<file path="src/rtl/uart_tx_sequencer.sv">
// uart_tx_sequencer
//   Transmit-side UART controller. Bytes from a producer are buffered in a
//   small circular FIFO and serialized as start, 8 data bits (LSB first),
//   optional parity and 1..2 stop bits. The bit-period divider restarts at
//   every frame start, so each bit lasts exactly CLKF/BR clock cycles.
//   Frames queued in the FIFO are sent back-to-back with no idle gap.
//
// Ports
//   clk         system clock, rising edge
//   reset       synchronous, active-low reset
//   tx_data     byte offered by the producer
//   tx_valid    producer offers tx_data
//   tx_ready    FIFO not full; a push happens on tx_valid && tx_ready
//   tx          registered serial line, idle high
//   busy        high whenever a frame is in progress (state != IDLE)
//   fifo_count  current FIFO occupancy
module uart_tx_sequencer #(
  parameter int BR         = 9600,
  parameter int CLKF       = 50000000,
  parameter int PARITY     = 0,
  parameter int STOP_BITS  = 1,
  parameter int FIFO_DEPTH = 4
) (
  input  logic                          clk,
  input  logic                          reset,
  input  logic [7:0]                    tx_data,
  input  logic                          tx_valid,
  output logic                          tx_ready,
  output logic                          tx,
  output logic                          busy,
  output logic [$clog2(FIFO_DEPTH):0]   fifo_count
);

  localparam int CPB = CLKF / BR;
  localparam int CW  = (CPB > 1) ? $clog2(CPB) : 1;
  localparam int AW  = $clog2(FIFO_DEPTH);

  localparam logic [CW-1:0] DIV_LAST  = CW'(CPB - 1);
  localparam logic [AW:0]   FIFO_FULL = (AW + 1)'(FIFO_DEPTH);
  localparam logic [2:0]    STOP_LAST = 3'(STOP_BITS - 1);

  typedef enum logic [2:0] {IDLE, START, DATA, PAR, STOP} state_t;

  state_t          state, state_nxt;
  logic [7:0]      mem [FIFO_DEPTH];
  logic [AW-1:0]   wptr, rptr;
  logic [AW:0]     count;
  logic [CW-1:0]   div;
  logic [2:0]      bidx;
  logic [7:0]      shift, shift_nxt;
  logic [7:0]      byte_q;
  logic            push, pop, empty, bit_end, tx_nxt;

  function automatic logic parity_bit(input logic [7:0] b);
    // Even parity makes the total number of ones even; odd makes it odd.
    return (PARITY == 2) ? ~^b : ^b;
  endfunction

  assign tx_ready   = (count != FIFO_FULL);
  assign push       = tx_valid && tx_ready;
  assign empty      = (count == '0);
  assign bit_end    = (state != IDLE) && (div == DIV_LAST);
  assign busy       = (state != IDLE);
  assign fifo_count = count;

  // Next-state logic; pop is issued from IDLE or from the last stop bit.
  always_comb begin
    state_nxt = state;
    pop       = 1'b0;
    case (state)
      IDLE:  if (!empty) begin
               pop       = 1'b1;
               state_nxt = START;
             end
      START: if (bit_end) state_nxt = DATA;
      DATA:  if (bit_end && bidx == 3'd7) state_nxt = (PARITY != 0) ? PAR : STOP;
      PAR:   if (bit_end) state_nxt = STOP;
      STOP:  if (bit_end && bidx == STOP_LAST) begin
               if (!empty) begin
                 pop       = 1'b1;
                 state_nxt = START;
               end else begin
                 state_nxt = IDLE;
               end
             end
      default: state_nxt = IDLE;
    endcase
  end

  // The line level is computed from the next state so tx changes on the
  // same edge as the state register.
  always_comb begin
    shift_nxt = shift;
    if (pop)
      shift_nxt = mem[rptr];
    else if (state == DATA && bit_end)
      shift_nxt = {1'b0, shift[7:1]};

    case (state_nxt)
      START:   tx_nxt = 1'b0;
      DATA:    tx_nxt = shift_nxt[0];
      PAR:     tx_nxt = parity_bit(byte_q);
      default: tx_nxt = 1'b1;
    endcase
  end

  // Control registers
  always_ff @(posedge clk) begin
    if (!reset) begin
      state <= IDLE;
      tx    <= 1'b1;
      div   <= '0;
      bidx  <= '0;
      wptr  <= '0;
      rptr  <= '0;
      count <= '0;
    end else begin
      state <= state_nxt;
      tx    <= tx_nxt;

      // A fresh START always begins a full bit period.
      if (state_nxt == IDLE || (state_nxt == START && state != START) || bit_end)
        div <= '0;
      else
        div <= div + 1'b1;

      // bidx counts data bits in DATA and stop bits in STOP.
      if (bit_end)
        bidx <= (state_nxt != state) ? 3'd0 : bidx + 3'd1;

      if (push) wptr <= wptr + 1'b1;
      if (pop)  rptr <= rptr + 1'b1;
      case ({push, pop})
        2'b10:   count <= count + 1'b1;
        2'b01:   count <= count - 1'b1;
        default: count <= count;
      endcase
    end
  end

  // Data registers: contents are don't-care while the pointers are reset.
  always_ff @(posedge clk) begin
    if (push) mem[wptr] <= tx_data;
    shift <= shift_nxt;
    if (pop) byte_q <= mem[rptr];
  end

endmodule

</file>
<file path="config.mk">
export PLATFORM = sky130hd
export DESIGN_NAME = uart_tx_sequencer
export DESIGN_NICKNAME = d
export VERILOG_FILES = /design/src/rtl/uart_tx_sequencer.sv
export SDC_FILE = /design/constraint.sdc
export NUM_CORES = 1
export LEC_CHECK = 0
export ABC_AREA = 0
export CAP_MARGIN = 10
export CORE_UTILIZATION = 59
export DETAILED_ROUTE_END_ITERATION = 10
export GPL_TIMING_DRIVEN = 0
export PLACE_DENSITY_LB_ADDON = 0.25
export SYNTH_ARGS = -nofsm -noshare
export SYNTH_HDL_FRONTEND = slang
export SYNTH_SLANG_ARGS = --single-unit
</file>
<file path="constraint.sdc">
create_clock -name clk -period 4.2 [get_ports clk]
set_input_delay 1.05 -clock clk [delete_from_list [all_inputs] [get_ports clk]]
set_output_delay 1.05 -clock clk [all_outputs]
set_load 0.05 [all_outputs]
</file>
==> results.json, run 1 <==
{
  "outcome": "finished clean",
  "drv_slew": 0,
  "place_hpwl_um": 3460,
  "arrival_ns": 3.55,
  "cp_common_cell": "ha_1",
  "final_nets": 285,
  "synthToLayoutAreaGrowth_pct": 12.9,
  "clock_latency_ns": 0.35,
  "cts_tree": "yes",
  "placed_area_um2": 3480,
  "synth_nets": 258,
  "cts.sinks": 77,
  "drcViolationCount": 0,
  "report.final.hold_viol_count": 0,
  "grt_pass1_wl_um": 8560,
  "start_kind": "flip-flop",
  "overflow": 0,
  "path_class": "reg2reg",
  "viasPerCell": 5.54,
  "ys_types": 46,
  "ios": 17,
  "via_count": 1873,
  "avgSynthCellArea_um2": 13.7,
  "power_density_nw_per_um2": 610,
  "totalWireLength_um": 5020,
  "path_cells": "ha_1, and4bb_2, nand4_1, a211oi_2, buf_2, ha_1, inv_1, fa_1, xor2_1, or3_1, a21oi_1",
  "first_pass_iters": 4,
  "fp.dieH_um": 76.1,
  "synth-seq-cells": 77,
  "wl_met2_um": 2400,
  "clockBufferDepth": 2,
  "worst_path_max_delay_cell": "a211oi_2",
  "met1_length_um": 2390,
  "synth_area_um2": 3240,
  "syn_inst": 237,
  "die_w_um": 76.1,
  "synth_top_cell_by_area": "edfxtp_1",
  "hp-class": "reg2reg",
  "setup_viol": 0,
  "fill_cells": 378,
  "wl_met3_um": 180,
  "cp_max_fo": 18,
  "synth_top_area_share": 0.436,
  "skew_ns": 0.00919,
  "clk_pin_slew_ns": 0.08,
  "ys_warn_count": 0,
  "cts_buffers": 9,
  "synth.area.top_cells": "edfxtp_1 44%, dfxtp_1 19%, mux4_2 5.6%, ha_1 3.5%, xnor2_1 3.0%",
  "fp.coreArea_um2": 5200,
  "fin_tns_setup_ns": 0,
  "final_cell_area_um2": 3650,
  "postCtsSetupBuffers": 0,
  "root_buffer": "clkbuf_8",
  "grt_pass1_vias": 1801,
  "maxCapViolations": 0,
  "fmax_mhz": 307,
  "ys_seq_area_frac": 0.622,
  "htree_levels": 3,
  "place.gp.congestion": 0.792,
  "min_period_over_period": 0.776,
  "cts_hold_buf": 0,
  "drt_iter0_drc": 76,
  "dp_slack_ns": 0.915,
  "final_layout_size_suffix_gt1_frac": 0.127,
  "tightest_slew_ns": 0.658,
  "rsz0062_at_grt": "no",
  "grt_max_degree": 19,
  "portBuffers": 16,
  "start_util": 0.622,
  "rows": 26,
  "irDropWorstVdd_uv": 365,
  "antenna_found_initial": 0,
  "slew_headroom": 0.561,
  "fin_crit_ns": 3.26,
  "power.static_leakage_nw": 1.26,
  "ctsResizeCount": 0,
  "grt_use_total": 0.196,
  "end_kind": "flip-flop",
  "ant_nets": 0,
  "multi_input_area_um2": 1150,
  "diodes": 0,
  "top_layer": "met4",
  "max_stage_delay_ns": 0.42,
  "seqCellArea_um2": 2010,
  "required_ns": 4.49,
  "postLayoutCoreUtil": 0.702,
  "layout_setup_ws_ns": 0.941,
  "die_area_um2": 5790,
  "wl_per_cell_um": 14.8
}
logic make-up after synthesis:
logic type      count (synthesis)  share of synthesized area
flops                          77                      0.622
simple gates                   75                      0.138
compound gates                 26                     0.0588
xor+xnor                       21                     0.0568
buf+inv                        18                     0.0216
mux                            10                     0.0622
fa+ha+maj                      10                     0.0410
report_power, final:
part	switching [mW]	internal, mW	total [mW]
logic	0.395	0.283	0.678
clock network	0.281	0.217	0.499
registers	0.0604	0.992	1.05
flip-flops by register name, indices dropped and copies added, names as in the netlist, named ones only:
name,count
mem,32
div,13
byte_q,8
shift,8
bidx,3
fifo_count,3
state,3
rptr,2
wptr,2
tx,1
synth_stat cells (all sizes together):
cell type	count
fa	1
and4bb	3
dfxtp	30
xor2	10
xnor2	11
and2b	1
and2	3
buf	3
and4	2
o41ai	1
and3	5
nor3b	1
and3b	1
nand3	4
nand2	9
ha	9
mux2	1
edfxtp	47
nor2	24
mux4	8
nand4bb	3
a2111o	1
or3	4
nor4b	1
or3b	1
a211oi	1
a21oi	7
mux2i	1
o21ai	4
nor4	2
a22o	8
inv	12
or2	2
a41oi	1
nor2b	2
a211o	1
nor3	1
nand4	6
o2111ai	1
clkbuf	3
a31oi	1
critical path: cells and delay by family, from the launching register on:
kind	cells	cell delay, ns
xor gates and xnor gates	1	0.15
and+or+nand+nor	3	0.78
DFF	1	0.37
buffers and inverters	2	0.48
adders and majority gates	3	0.87
AOI/OAI and AO/OA	2	0.55
per-stage QoR:
stage | total power [mW] | std cells | hold WS, ns
floorplan | 1.57 | 237 | 0.426
global placement | 1.73 | 323 | 0.440
detailed placement | 1.75 | 323 | 0.445
CTS | 2.25 | 338 | 0.462
global route | 2.36 | 338 | 0.524
finish | 2.23 | 338 | 0.459
cell type report:
cell class | instances | share of cell area
Sequential cell | 77 | 0.550
Tap cell | 70 | 0.0240
Buffer | 6 | 0.00685
Inverter | 12 | 0.0123
Clock inverter | 6 | 0.0127
Timing Repair Buffer | 16 | 0.0438
Clock buffer | 9 | 0.0339
Multi-Input combinational cell | 142 | 0.316
metal layers:
layer | track usage | vias to the layer above
li1 | - | 933
met1 | 0.254 | 906
met3 | 0.0814 | 6
met5 | 0 | -
met2 | 0.299 | 28
met4 | 0.0673 | 0
worst paths after layout:
kind,from,end,slack (ns),depth (start not counted)
worst max register to register,div[0],fifo_count[2],0.94,11
worst min-delay path,div[0],div[0],0.46,1
worst max-delay path,div[0],fifo_count[2],0.94,11
worst min register to register,div[0],div[0],0.46,1
placed cells by master, fill, tap and decap left out, types with 2 or more instances in the layout:
| master | instances |
|---|---|
| xnor2_1 | 11 |
| clkdlybuf4s50_1 | 16 |
| inv_2 | 2 |
| buf_2 | 2 |
| nand4bb_1 | 3 |
| o21ai_0 | 3 |
| nor2_1 | 24 |
| mux4_2 | 8 |
| and3_1 | 5 |
| inv_6 | 4 |
| dfxtp_1 | 30 |
| and4_1 | 2 |
| edfxtp_1 | 47 |
| nor2b_1 | 2 |
| nand3_1 | 4 |
| a21oi_1 | 7 |
| inv_1 | 10 |
| nand2_1 | 9 |
| and2_1 | 3 |
| ha_1 | 9 |
| a22o_1 | 8 |
| and4bb_2 | 3 |
| clkbuf_1 | 3 |
| clkbuf_8 | 9 |
| or3_1 | 3 |
| nand4_1 | 6 |
| or2_1 | 2 |
| xor2_1 | 10 |
No activity file was read; power rests on OpenSTA's default activity.
==> run 2: changes to the inputs <==
clock period = 3.3 ns   (was 4.2 ns; I/O delays follow)
==> run 2 against run 1 <==
Count of clock-buffer cells in the layout did not move. Sequential share of layout area fell by 0.21 points. Wire length up 0.24%. Combinational power is 31% higher. Setup slack worse by 0.71 ns. Critical path depth stayed put. Die area is the same.
==> results.json, run 2 (synthesis results as in run 1) <==
{
  "hp-class": "reg2reg",
  "ctsResizeCount": 0,
  "portBuffers": 16,
  "clk_pin_slew_ns": 0.08,
  "dp_slack_ns": 0.0152,
  "p_clk_frac": 0.222,
  "min_period_over_period": 0.931,
  "p_sw_frac": 0.331,
  "drcViolationCount": 0,
  "postCtsSetupBuffers": 0,
  "ant_nets": 0,
  "cp_max_fo": 18,
  "viasPerCell": 5.54,
  "report.final.hold_viol_count": 0,
  "end_kind": "flip-flop",
  "drv_slew": 0,
  "switchingPower_mw": 0.946,
  "irDropWorstVdd_uv": 498,
  "grt_use_total": 0.196,
  "start_kind": "flip-flop",
  "drt_iter0_drc": 84,
  "power.internal_mw": 1.92,
  "hold_start": "div[0]",
  "cts_tree": "yes",
  "start_util": 0.622,
  "cp-startpoint": "div[0]",
  "clockBufferDepth": 2,
  "grt_pass1_wl_um": 8560,
  "first_pass_iters": 4,
  "grt_pass1_vias": 1801,
  "fp.coreArea_um2": 5200,
  "regMostFlops": "mem",
  "maxCapViolations": 0,
  "fmax_mhz": 325,
  "layout_common_cells": "47 x edfxtp_1, 30 x dfxtp_1, 24 x nor2_1, 16 x clkdlybuf4s50_1, 11 x xnor2_1",
  "fin_tns_setup_ns": 0,
  "r2r-start": "div[0]",
  "cts_hold_buf": 0,
  "final_layout_size_suffix_gt1_frac": 0.127,
  "arrival_ns": 3.36,
  "via_count": 1873,
  "power_density_nw_per_um2": 780,
  "htree_levels": 3,
  "die_area_um2": 5790,
  "totalWireLength_um": 5030,
  "path_class": "reg2reg",
  "tightest_slew_ns": 0.661,
  "path_cells": "ha_1, and4bb_2, nand4_1, a211oi_4, buf_6, ha_1, inv_1, fa_1, xor2_1, or3_1, a21oi_1",
  "fin_crit_ns": 3.07,
  "wl_per_cell_um": 14.9,
  "clock_latency_ns": 0.35,
  "r2r_setup_slack_ns": 0.23,
  "largest_reg_flops": 32,
  "rsz0062_at_grt": "no",
  "outcome": "finished clean",
  "slew_headroom": 0.559,
  "place.gp.congestion": 0.792,
  "layout_setup_ws_ns": 0.228,
  "cp_common_cell": "ha_1",
  "diodes": 0,
  "final_nets": 285,
  "required_ns": 3.59,
  "setup_viol": 0,
  "synthToLayoutAreaGrowth_pct": 13.3,
  "seqPwrFrac": 0.468,
  "worst_path_max_delay_cell": "a211oi_4",
  "final_common_cell": "edfxtp_1",
  "rows": 26,
  "max_stage_delay_ns": 0.41,
  "die_w_um": 76.1,
  "fp.dieH_um": 76.1,
  "cts_buffers": 9,
  "antenna_found_initial": 0,
  "reg.largest.list": "mem (32), div (13)",
  "root_buffer": "clkbuf_8",
  "p_comb_frac": 0.310,
  "total_power_mw": 2.86,
  "place_hpwl_um": 3460,
  "grt_max_degree": 19,
  "overflow": 0,
  "skew_ns": 0.00974,
  "ios": 17,
  "power.static_leakage_nw": 1.26,
  "cts.sinks": 77
}
[run 2: critical path: cells and delay by family, from the launching register on]
family	cells	cell delay, ns
simple gates	3	0.83
buf+inv	2	0.30
compound gates	2	0.54
flops	1	0.37
fa+ha+maj	3	0.82
xor+xnor	1	0.15
[run 2: cell type report]
cell class                 instances  area [um2]
multi-input combinational        142        1160
tap                               70        87.6
sequential                        77        2010
fill                             375        1540
inverter                          12        45.0
buffer                             6        31.3
clock buffer                       9         124
timing repair buffer              16         160
clock inverter                     6        46.3
[run 2: metal layers]
metal  wire length, um  GRT usage  vias up
li1                  -          -      932
met1              2370      0.254      905
met2              2410      0.299       30
met3               198     0.0814        6
met4                55     0.0673        0
met5                 0          0        -
[run 2: final timing paths]
check	to	depth (start not counted)
worst max register to register	fifo_count[2]	11
worst min-delay path	div[0]	1
worst max-delay path	fifo_count[2]	11
worst min register to register	div[0]	1
[run 2: per-stage QoR]
| stage | cells | hold WS (ns) | util | cell area, um2 |
|---|---|---|---|---|
| finish | 338 | 0.459 | 0.705 | 3670 |
| floorplan | 237 | 0.426 | - | 3240 |
| detailed placement | 323 | 0.445 | 0.669 | 3480 |
| global placement | 323 | 0.440 | 0.669 | 3480 |
| global route | 338 | 0.524 | 0.705 | 3670 |
| CTS | 338 | 0.462 | 0.702 | 3650 |
[run 2: power groups by stage]
stage	logic (mW)	clock network [mW]	registers, mW
after detailed placement	0.868	0	1.36
after CTS	0.872	0.648	1.34
after global routing	0.972	0.694	1.36
after floorplan	0.598	0	1.41
final	0.888	0.635	1.34
after global placement	0.851	0	1.36
